$ cat src/rtl/word_serializer_if.sv
// Parallel-in / serial-out handshake bundle for word_serializer.
// The master side feeds words and watches the serial stream; the slave is the serializer.
interface word_serializer_if #(
    parameter int WIDTH = 8,
    parameter int DEPTH = 4
);
    localparam int CW = $clog2(DEPTH) + 1;

    logic [WIDTH-1:0] data_in;
    logic             load;
    logic             ready;
    logic             x_out;
    logic             x_valid;
    logic             busy;
    logic [CW-1:0]    count;

    modport master (
        output data_in, load,
        input  ready, x_out, x_valid, busy, count
    );

    modport slave (
        input  data_in, load,
        output ready, x_out, x_valid, busy, count
    );
endinterface

$ cat src/rtl/word_serializer.sv
// Buffers parallel words in a small FIFO and shifts them out MSB-first as one gapless bit stream.
// Optional trailing even-parity bit per frame when WORD_SERIALIZER_PARITY_EN is defined.
module word_serializer #(
    parameter int WIDTH = 8,
    parameter int DEPTH = 4
) (
    input  logic                 clock,
    input  logic                 reset,
    word_serializer_if.slave     bus
);
    localparam int AW = $clog2(DEPTH);
    localparam int CW = AW + 1;
    localparam int BW = $clog2(WIDTH);
    localparam logic [BW-1:0] LAST_BIT = BW'(WIDTH - 1);
    localparam logic [CW-1:0] FULL     = CW'(DEPTH);

`ifdef WORD_SERIALIZER_PARITY_EN
    typedef enum logic [1:0] {IDLE, SHIFT, PARITY} state_t;
`else
    typedef enum logic {IDLE, SHIFT} state_t;
`endif

    logic [WIDTH-1:0] mem_q [DEPTH];
    logic [AW-1:0]    wr_ptr_q, rd_ptr_q;
    logic [CW-1:0]    count_q;

    state_t           state_q;
    logic [WIDTH-1:0] shreg_q;
    logic [BW-1:0]    bit_cnt_q;
    logic             x_out_q;
    logic             x_valid_q;
`ifdef WORD_SERIALIZER_PARITY_EN
    logic             parity_q;
`endif

    logic             push;
    logic             pop;
    logic             have_word;
    logic [WIDTH-1:0] head;

    assign have_word = (count_q != '0);
    assign push      = bus.load && bus.ready;
    assign head      = mem_q[rd_ptr_q];

    // A pop happens exactly when the FSM starts a new frame.
    always_comb begin
        pop = 1'b0;
        case (state_q)
            IDLE:    pop = have_word;
`ifdef WORD_SERIALIZER_PARITY_EN
            SHIFT:   pop = 1'b0;
            PARITY:  pop = have_word;
`else
            SHIFT:   pop = (bit_cnt_q == LAST_BIT) && have_word;
`endif
            default: pop = 1'b0;
        endcase
    end

    always_ff @(posedge clock) begin
        if (push) begin
            mem_q[wr_ptr_q] <= bus.data_in;
        end
    end

    always_ff @(posedge clock or negedge reset) begin
        if (!reset) begin
            wr_ptr_q <= '0;
            rd_ptr_q <= '0;
            count_q  <= '0;
        end else begin
            if (push) wr_ptr_q <= wr_ptr_q + 1'b1;
            if (pop)  rd_ptr_q <= rd_ptr_q + 1'b1;
            case ({push, pop})
                2'b10:   count_q <= count_q + 1'b1;
                2'b01:   count_q <= count_q - 1'b1;
                default: count_q <= count_q;
            endcase
        end
    end

    always_ff @(posedge clock or negedge reset) begin
        if (!reset) begin
            state_q   <= IDLE;
            shreg_q   <= '0;
            bit_cnt_q <= '0;
            x_out_q   <= 1'b0;
            x_valid_q <= 1'b0;
`ifdef WORD_SERIALIZER_PARITY_EN
            parity_q  <= 1'b0;
`endif
        end else if (pop) begin
            state_q   <= SHIFT;
            shreg_q   <= head;
            bit_cnt_q <= '0;
            x_out_q   <= head[WIDTH-1];
            x_valid_q <= 1'b1;
`ifdef WORD_SERIALIZER_PARITY_EN
            parity_q  <= ^head;
`endif
        end else begin
            case (state_q)
                SHIFT: begin
                    if (bit_cnt_q != LAST_BIT) begin
                        shreg_q   <= {shreg_q[WIDTH-2:0], 1'b0};
                        bit_cnt_q <= bit_cnt_q + 1'b1;
                        x_out_q   <= shreg_q[WIDTH-2];
                    end else begin
`ifdef WORD_SERIALIZER_PARITY_EN
                        state_q   <= PARITY;
                        x_out_q   <= parity_q;
`else
                        state_q   <= IDLE;
                        x_out_q   <= 1'b0;
                        x_valid_q <= 1'b0;
`endif
                    end
                end
`ifdef WORD_SERIALIZER_PARITY_EN
                PARITY: begin
                    state_q   <= IDLE;
                    x_out_q   <= 1'b0;
                    x_valid_q <= 1'b0;
                end
`endif
                default: begin
                    state_q   <= IDLE;
                    x_out_q   <= 1'b0;
                    x_valid_q <= 1'b0;
                end
            endcase
        end
    end

    assign bus.ready   = (count_q < FULL);
    assign bus.busy    = (state_q != IDLE) || have_word;
    assign bus.count   = count_q;
    assign bus.x_out   = x_out_q;
    assign bus.x_valid = x_valid_q;

endmodule
$ cat src/flat_wrapper.sv
// flat-port wrapper written by rule: the top's interface ports become plain ports
module word_serializer_flat 
#(
    parameter int WIDTH = 8,
    parameter int DEPTH = 4
)
  (clock, reset, bus_data_in, bus_load, bus_ready, bus_x_out, bus_x_valid, bus_busy, bus_count);
  word_serializer_if #(.WIDTH(WIDTH), .DEPTH(DEPTH)) bus_i ();
  input  logic clock;
  input  logic reset;
  input wire logic [$bits(bus_i.data_in)-1:0] bus_data_in;
  input wire logic [$bits(bus_i.load)-1:0] bus_load;
  output wire logic [$bits(bus_i.ready)-1:0] bus_ready;
  output wire logic [$bits(bus_i.x_out)-1:0] bus_x_out;
  output wire logic [$bits(bus_i.x_valid)-1:0] bus_x_valid;
  output wire logic [$bits(bus_i.busy)-1:0] bus_busy;
  output wire logic [$bits(bus_i.count)-1:0] bus_count;
  assign bus_i.data_in = bus_data_in;
  assign bus_i.load = bus_load;
  assign bus_ready = bus_i.ready;
  assign bus_x_out = bus_i.x_out;
  assign bus_x_valid = bus_i.x_valid;
  assign bus_busy = bus_i.busy;
  assign bus_count = bus_i.count;
  word_serializer #(.WIDTH(WIDTH), .DEPTH(DEPTH)) u_core (.clock(clock), .reset(reset), .bus(bus_i));
endmodule
$ cat config.mk
export PLATFORM = sky130hd
export DESIGN_NAME = word_serializer_flat
export DESIGN_NICKNAME = d
export VERILOG_FILES = /design/src/rtl/word_serializer_if.sv /design/src/rtl/word_serializer.sv /design/src/flat_wrapper.sv
export SDC_FILE = /design/constraint.sdc
export NUM_CORES = 1
export LEC_CHECK = 0
export CORE_MARGIN = 5
export CORE_UTILIZATION = 56
export CTS_CLUSTER_DIAMETER = 60
export DETAILED_ROUTE_END_ITERATION = 12
export PLACE_DENSITY = 0.85
export SETUP_SLACK_MARGIN = 0.05
export SLEW_MARGIN = 40
export SYNTH_ARGS = -nofsm -noshare
export SYNTH_HDL_FRONTEND = slang
export SYNTH_SLANG_ARGS = --single-unit
$ cat constraint.sdc
create_clock -name clock -period 2.1 [get_ports clock]
set_input_delay 0.21 -clock clock [delete_from_list [all_inputs] [get_ports clock]]
set_output_delay 0.21 -clock clock [all_outputs]
set_load 0.005 [all_outputs]
==> impl_metrics.tcl, run 1 <==
set metrics [dict create \
    tritoncts "done" \
    cts_buffers 5 \
    synth-compound-area-share_pct 4.22 \
    ioPinCount 18 \
    fill_cells 258 \
    worstPathMaxFanout 12 \
    hold_path.class "input pin to async pin" \
    crit_required_ns 1.89 \
    fmax_mhz 511 \
    num_vias 1176 \
    path_class "register to output pin" \
    power_density_nw_per_um2 1290 \
    htree_levels 2 \
    ys_ff_latch 52 \
    post_drt_wl_per_cell_um 16.5 \
    highest_layer "met4" \
    worst-r2r-cell-count 10 \
    detail-route-antenna-nets 0 \
    postSynthCellCount 142 \
    fp.dieW_um 72.1 \
    ys_types 26 \
    syn_area_um2 2160 \
    rsz0062_at_grt "yes" \
    grtUsageTotal_pct 15.4 \
    yosys.area_share.simple_pct 7.81 \
    path_delay_family "buffers and inverters" \
    final_cell_mix "edfxtp_1 (32), dfrtp_1 (20), clkdlybuf4s50_1 (17)" \
    fin_nets 187 \
    synthArstFlopShare_pct 38.5 \
    gp_congestion 0.735 \
    synth_edf_count 32 \
    met3_length_um 127 \
    crit_slowest_cell "dfrtp_1" \
    crit_path_end_kind "output pin" \
    path_buf_inv 2 \
    worstSkewPairLatency_ns 0.30 \
    drt_pre_antenna_iters 4 \
    avgViaCountPerCell 5.42 \
    slowest_delay_ns 0.46 \
    min_period_ns 1.96 \
    synthAdderAreaFrac_pct 4.98 \
    clock-sinks 52 \
    antenna_found_initial 0 \
    fp.dieH_um 72.1 \
    muxShareOfSynthArea_pct 10.0 \
    crit_cells 4 \
    finalNonFillerCells 217 \
    drv_cap 0 \
    vdd_drop_max_mv 0.775 \
    cp-start-kind "register" \
    rows 22 \
    slew_violations 0 \
    grt_max_degree 21 \
    skew_ns 0.00408 \
    period_share_pct 93.1 \
    initial_core_util_pct 58.6 \
    timing.setup.tns_ns 0 \
    grt_pass1_vias 1284 \
    syn_nets 161 \
    worst_pin_slew_ns 0.550 \
    drtIter0Drc 98 \
    hpwl_um 2450 \
    drive_above_1_share_pct 14.8 \
    path_clk_slew_ns 0.09 \
    wirelength_um 3590 \
    yosysWarnings 0 \
    clock_path_buffers 2 \
    die_area_um2 5200 \
    worstPathArrival_ns 1.75 \
    finalHoldViolations 0 \
    synth-main-ff-cell "edfxtp_1" \
    area_growth_pct 19.0 \
    p_leak_nw 1.01 \
    place_inst 205 \
    antenna_cells 0 \
    layout_commonest_cell "edfxtp_1" \
    worstPathCellList "nor3_4, buf_4, nand2b_1, clkdlybuf4s50_1" \
    overflow 0 \
    synth-xor-area-share_pct 2.43 \
    port_buffers 17 \
    root_buffer "clkbuf_8" \
    relSlewSlack_pct 63.3 \
    drc 0 \
    core-area_um2 3690 \
    status "finished, final reports clean" \
    wl_met2_um 1940 \
    met1_length_um 1480 \
    setup_viol 0 \
    synth_top_family_by_area "multiplexers" \
    grt_pass1_wl_um 6020 \
    synth-seq-area-share_pct 67.6 \
    synth_area_per_cell_um2 15.2 \
]
-- Yosys cell counts (all sizes together), types with 3 or more instances --
cell type,count,area share (%)
edfxtp,32,44
dfrtp,20,23
nand2,14,2.4
a21oi,13,3.0
mux4,8,9.5
nor2,8,1.4
ha,7,4.1
inv,7,1.2
and2,4,1.2
clkbuf,4,0.75
nand3,4,0.93
xnor2,4,1.6
buf,3,0.98
-- repair_timing --
item	4_1_cts	5_1_grt
pin swaps	1	8
gates resized for setup	1	12
endpoints found under the setup margin	1	2
hold buffers	0	0
buffers inserted	1	3
-- cells by family (layout without fill, tap and decap cells) --
kind of cell / after synthesis / in the layout
AND/OR/NAND/NOR: 36 / 36
flip-flops: 52 / 52
AO/OA/AOI/OAI: 17 / 17
buffers and inverters: 14 / 41
XOR/XNOR: 6 / 6
multiplexers: 9 / 9
adder cells (fa/ha/maj): 8 / 8
-- layout make-up --
cell class                 instances  area (µm²)  share of cell area [%]
clock inverter                     2        16.3                   0.632
sequential                        52        1460                    56.8
clock buffer                       6        72.6                    2.82
timing repair buffer              26         238                    9.24
multi-input combinational         76         698                    27.1
tap                               48        60.1                    2.33
inverter                           7        26.3                    1.02
-- report_power, final --
part | switching, W | leakage, nW | total [W] | internal [W]
Combinational | 0.000533 | 0.440 | 0.00115 | 0.000620
Clock | 0.000315 | 0.0418 | 0.000555 | 0.000240
Sequential | 0.000243 | 0.530 | 0.00160 | 0.00136
-- per-layer routing --
| layer | vias to the layer above | GRT usage, % |
|---|---|---|
| li1 | 559 | - |
| met1 | 594 | 17.9 |
| met2 | 18 | 27.3 |
| met3 | 5 | 4.99 |
| met4 | 0 | 4.18 |
| met5 | - | 0 |
-- registers in the layout, summed over array words and instances, names as in the netlist --
signal,count
u_core.bus.count,3
u_core.shreg_q,7
u_core.rd_ptr_q,2
u_core.bus.x_out,1
u_core.bit_cnt_q,3
u_core.wr_ptr_q,2
u_core.mem_q,32
u_core.state_q,1
u_core.bus.x_valid,1
-- final timing paths --
| check | startpoint | end | slack [ns] |
|---|---|---|---|
| worst max-delay path | u_core.bus.count[2] | bus_busy | 0.14 |
| worst min-delay path | reset | u_core.bus.count[1] | 0.25 |
| worst max register to register | u_core.bit_cnt_q[1] | u_core.bus.count[2] | 0.16 |
| worst min register to register | u_core.bus.x_valid | u_core.bus.x_valid | 0.52 |
| max in group asynchronous | reset | u_core.wr_ptr_q[0] | 1.64 |
| min in group clock | u_core.bus.x_valid | u_core.bus.x_valid | 0.52 |
-- per-stage QoR --
step | setup WS, ns | power [W] | hold WS [ns] | util [%] | cell area [µm²]
floorplan | 0.186 | 0.00226 | -0.0856 | - | 2160
global placement | 0.202 | 0.00253 | 0.477 | 64.9 | 2390
detailed placement | 0.0440 | 0.00264 | 0.506 | 64.9 | 2390
CTS | 0.0628 | 0.00321 | 0.256 | 67.5 | 2490
global route | 0.0199 | 0.00354 | 0.262 | 69.7 | 2570
finish | 0.144 | 0.00331 | 0.247 | 69.7 | 2570
Power figures use the tool's default switching activity.
==> run 2, diff against run 1 <==
- CORE_MARGIN: 5 -> 2
==> run 2 against run 1 <==
Worst hold slack worse by 0.020 ns. Clock-buffer cell count is 1 lower. Via count is 0.68% lower. Combinational power is 7% lower. Die area is 16% lower. Global-route usage is 2.8 points higher. Sequential cell count stayed put. Routed wire length is 1.9% lower. Total power is 0.44% higher. Critical endpoint is now u_core.bus.count[2].
==> impl_metrics.tcl, run 2 (synthesis gave the netlist of run 1 again) <==
set metrics [dict create \
    rows 22 \
    power_density_nw_per_um2 1310 \
    worst_pin_slew_ns 0.523 \
    hold_buffers 0 \
    die_area_um2 4370 \
    drv_cap 0 \
    largest_register_ff_count 32 \
    ioPinCount 18 \
    crit_top_cell "ha_2" \
    rsz0062_at_grt "yes" \
    p_leak_nw 0.995 \
    avgViaCountPerCell 5.46 \
    num_vias 1168 \
    fill_cells 267 \
    drive_above_1_share_pct 13.9 \
    finalHoldViolations 0 \
    crit_path_end_kind "register" \
    worstSkewPairLatency_ns 0.30 \
    htree_levels 2 \
    area_growth_pct 17.3 \
    fin_nets 184 \
    relSlewSlack_pct 65.1 \
    core-area_um2 3690 \
    top_regs "u_core.mem_q: 32 flops, u_core.shreg_q: 7 flops" \
    layout_commonest_cell "edfxtp_1" \
    min_period_ns 1.99 \
    vdd_drop_max_mv 0.695 \
    skew_ns 0.00734 \
    fp.dieH_um 66.1 \
    regMostFlops "u_core.mem_q" \
    wirelength_um 3520 \
    path_class "register to register" \
    detail-route-antenna-nets 0 \
    worstPathCellList "ha_2, ha_4, nor2b_2, nor2_2, ha_2, inv_2, fa_2, xor2_1, nor2_1, xnor2_1" \
    status "finished, final reports clean" \
    grt_pass1_vias 1209 \
    holdWs_ns 0.228 \
    drc 0 \
    clock-sinks 52 \
    setup_viol 0 \
    fp.dieW_um 66.1 \
    tritoncts "done" \
    antenna_found_initial 0 \
    grt_pass1_wl_um 5630 \
    slowest_delay_ns 0.37 \
    total_power_w 0.00332 \
    grtUsageTotal_pct 18.1 \
    fmax_mhz 503 \
    post_drt_wl_per_cell_um 16.4 \
    antenna_cells 0 \
    drt_pre_antenna_iters 4 \
    worstPathArrival_ns 2.22 \
    path_clk_slew_ns 0.09 \
    drtIter0Drc 59 \
    cts_buffers 5 \
    crit_required_ns 2.33 \
    gp_congestion 0.754 \
    crit_slowest_cell "dfrtp_1" \
    final_cell_mix "edfxtp_1 (32), dfrtp_1 (20), clkdlybuf4s50_1 (17)" \
    root_buffer "clkbuf_8" \
    grt_max_degree 21 \
    period_share_pct 94.7 \
    worstPathMaxFanout 3 \
    overflow 0 \
    hold_path.class "input pin to async pin" \
    initial_core_util_pct 58.6 \
    clock_path_buffers 2 \
    slew_violations 0 \
    port_buffers 17 \
    cp-start-kind "register" \
    hpwl_um 2320 \
]
==> run 2: metal layers <==
layer,track usage [%],up-vias,wire (µm)
met5,0,-,0
met4,7.91,0,59
met3,4.94,7,94
met2,30.3,19,1890
met1,22.2,590,1480
li1,-,552,-
==> run 2: metrics by stage <==
| stage | utilization (%) | area, µm² | TNS, ns | std cells | setup slack [ns] |
|---|---|---|---|---|---|
| final | 68.8 | 2540 | 0 | 214 | 0.112 |
| after floorplan | - | 2160 | 0 | 142 | 0.186 |
| after global placement | 64.9 | 2390 | 0 | 205 | 0.206 |
| after global routing | 68.8 | 2540 | -0.00559 | 214 | -0.00559 |
| after CTS | 67.9 | 2500 | 0 | 213 | 0.0693 |
| after detailed placement | 64.9 | 2390 | 0 | 205 | 0.112 |
==> run 2: power by group <==
part	total, W	leakage (nW)	internal, W	switching [W]
Clock	0.000674	0.0541	0.000353	0.000321
Sequential	0.00158	0.530	0.00136	0.000220
Combinational	0.00107	0.412	0.000568	0.000503
==> run 2: final cells by class <==
class,count,area (µm²),share of cell area [%]
Sequential cell,52,1460,57.6
Multi-Input combinational cell,76,662,26.1
Timing Repair Buffer,23,215,8.49
Clock buffer,5,68.8,2.71
Tap cell,48,60.1,2.37
Clock inverter,3,42.5,1.68
Inverter,7,26.3,1.04
==> run 2: timing repair <==
action,CTS,global route
gates resized for setup,0,8
buffers inserted,0,1
endpoints found under the setup margin,0,2
endpoints found under the hold margin,0,0
==> run 2: critical path: cells and delay by family (launching register included) <==
kind | cells | cell delay, ns
adder cells (fa/ha/maj) | 4 | 0.93
flip-flops | 1 | 0.37
buffers and inverters | 1 | 0.05
XOR/XNOR | 2 | 0.28
AND/OR/NAND/NOR | 3 | 0.29
==> run 2: worst paths after layout <==
path                                  endpoint  cells after the start           startpoint  slack, ns
setup / recovery           u_core.bus.count[2]                     10  u_core.bit_cnt_q[0]       0.11
hold / removal             u_core.bus.count[2]                      2                reset       0.23
setup reg to reg           u_core.bus.count[2]                     10  u_core.bit_cnt_q[0]       0.11
hold reg to reg             u_core.bus.x_valid                      1   u_core.bus.x_valid       0.51
max in group asynchronous   u_core.wr_ptr_q[0]                      2                reset       1.66
min in group clock          u_core.bus.x_valid                      1   u_core.bus.x_valid       0.51
==> run 3, diff against run 2 <==
- clock period: 2.1 -> 1.9 ns (I/O delays scaled with it)
==> run 3 against run 2 <==
The run now ends with negative setup slack left. Clock power shrank 9.5%. Clock skew shrank 0.0020 ns. Routed wire length grew 3.2%. Cell area grew 1.7%. Core utilization grew 1.2 points. Combinational power grew 21%. Non-clock buffer count grew 6. Cell count grew 2.8%. Die area is the same. Total power grew 9.9%. First-iteration DRC count grew 25%. Critical endpoint unchanged.
==> impl_metrics.tcl, run 3 (synthesis gave the netlist of run 1 again) <==
set metrics [dict create \
    rows 22 \
    area_growth_pct 19.3 \
    holdWs_ns 0.222 \
    drive_above_1_share_pct 16.3 \
    relSlewSlack_pct 64.4 \
    post_drt_wl_per_cell_um 16.5 \
    worstPathArrival_ns 2.18 \
    min_period_ns 1.96 \
    largest_register_ff_count 32 \
    r2r_slack_ns -0.06 \
    crit_path_end_kind "register" \
    layout_commonest_cell "edfxtp_1" \
    path_clk_slew_ns 0.09 \
    setup.worst_path.start "u_core.bit_cnt_q[0]" \
    skew_ns 0.00531 \
    drt_pre_antenna_iters 4 \
    final_area_um2 2580 \
    worstPathMaxFanout 2 \
    clock_path_buffers 2 \
    cts_buffers 5 \
    placed_cell_area_um2 2400 \
    hpwl_um 2510 \
    drv_cap 0 \
    fp.dieW_um 66.1 \
    worst_pin_slew_ns 0.534 \
    ioPinCount 18 \
    total_power_w 0.00365 \
    drc 0 \
    power_density_nw_per_um2 1420 \
    grt_pass1_vias 1267 \
    dp_slack_ns -0.114 \
    p_leak_nw 1.02 \
    wirelength_um 3630 \
    avgViaCountPerCell 5.41 \
    antenna_found_initial 0 \
    clock-sinks 52 \
    fp.dieH_um 66.1 \
    grt_max_degree 21 \
    rsz0062_at_grt "yes" \
    drtIter0Drc 74 \
    core-area_um2 3690 \
    root_buffer "clkbuf_8" \
    detail-route-antenna-nets 0 \
    fin_nets 190 \
    slew_violations 0 \
    place_inst 205 \
    grt_pass1_wl_um 6180 \
    finalHoldViolations 0 \
    grtUsageTotal_pct 19.9 \
    top_regs "u_core.mem_q: 32 flops, u_core.shreg_q: 7 flops" \
    status "finished, violations left" \
    cp-start-kind "register" \
    tritoncts "done" \
    htree_levels 2 \
    crit_required_ns 2.12 \
    hold_buffers 0 \
    antenna_cells 0 \
    overflow 0 \
    fmax_mhz 511 \
    timing.final.ws_setup_ns -0.0559 \
    port_buffers 17 \
    period_share_pct 103 \
    worstSkewPairLatency_ns 0.30 \
    initial_core_util_pct 58.6 \
    gp_congestion 0.747 \
    hold_path.class "input pin to async pin" \
    vdd_drop_max_mv 0.918 \
    die_area_um2 4370 \
    r2r-start "u_core.bit_cnt_q[0]" \
    setup_viol 1 \
    path_class "register to register" \
    violations "negative setup slack" \
    num_vias 1191 \
    finalNonFillerCells 220 \
    regMostFlops "u_core.mem_q" \
    final_cell_mix "edfxtp_1 (32), dfrtp_1 (20), clkdlybuf4s50_1 (17)" \
]
## run 3: cell types whose count changed in the layout (fill, tap and decap cells not counted), sizes merged
cell / delta
inv: +1
bufinv: -1
buf: +6
clkbuf: +1
clkinv: -1
## run 3: timing repair
action / in CTS / in global routing
setup buffers: 5 / 2
setup endpoints to repair: 3 / 3
resized for setup: 6 / 3
pin swaps: 5 / 6
## run 3: path summary, 6_finish.rpt
kind | cells past startpoint | to
setup / recovery | 10 | u_core.bus.count[2]
hold / removal | 2 | u_core.bus.count[2]
setup reg to reg | 10 | u_core.bus.count[2]
hold reg to reg | 1 | u_core.bus.x_valid
max in group asynchronous | 2 | u_core.wr_ptr_q[0]
min in group clock | 1 | u_core.bus.x_valid
## run 3: final cells by class
| class | count | area, µm² |
|---|---|---|
| inverter | 7 | 26.3 |
| tap | 48 | 60.1 |
| clock buffer | 6 | 72.6 |
| timing repair buffer | 29 | 260 |
| fill | 261 | 1110 |
| clock inverter | 2 | 16.3 |
| multi-input combinational | 76 | 682 |
| sequential | 52 | 1460 |
## run 3: worst max-delay path, cell delays in order (launching register included)
cell and delay [ns]:
dfrtp_1 0.38, ha_2 0.20, ha_4 0.14, nor2b_4 0.05
nor2_4 0.12, ha_4 0.15, inv_2 0.04, fa_2 0.37
xor2_1 0.16, nor2_1 0.12, xnor2_1 0.14
## run 3: report_power, final
group / total, W / switching, W / internal (W)
Combinational: 0.00129 / 0.000594 / 0.000699
Clock: 0.000610 / 0.000346 / 0.000265
Sequential: 0.00175 / 0.000246 / 0.00150
## run 3: per-stage QoR
stage	utilization (%)	TNS, ns
after global placement	65.0	0
after detailed placement	65.0	-0.146
final	69.9	-0.0559
after floorplan	-	0
after global routing	69.9	-0.220
after CTS	69.0	-0.0412
## run 3: routing by layer
metal  global-route usage [%]  up-vias  share of wire [%]
li1                         -      566                  -
met1                     24.1      599                 43
met2                     35.3       18                 52
met3                     4.43        8                3.1
met4                     6.63        0                1.5
met5                        0        -                  0
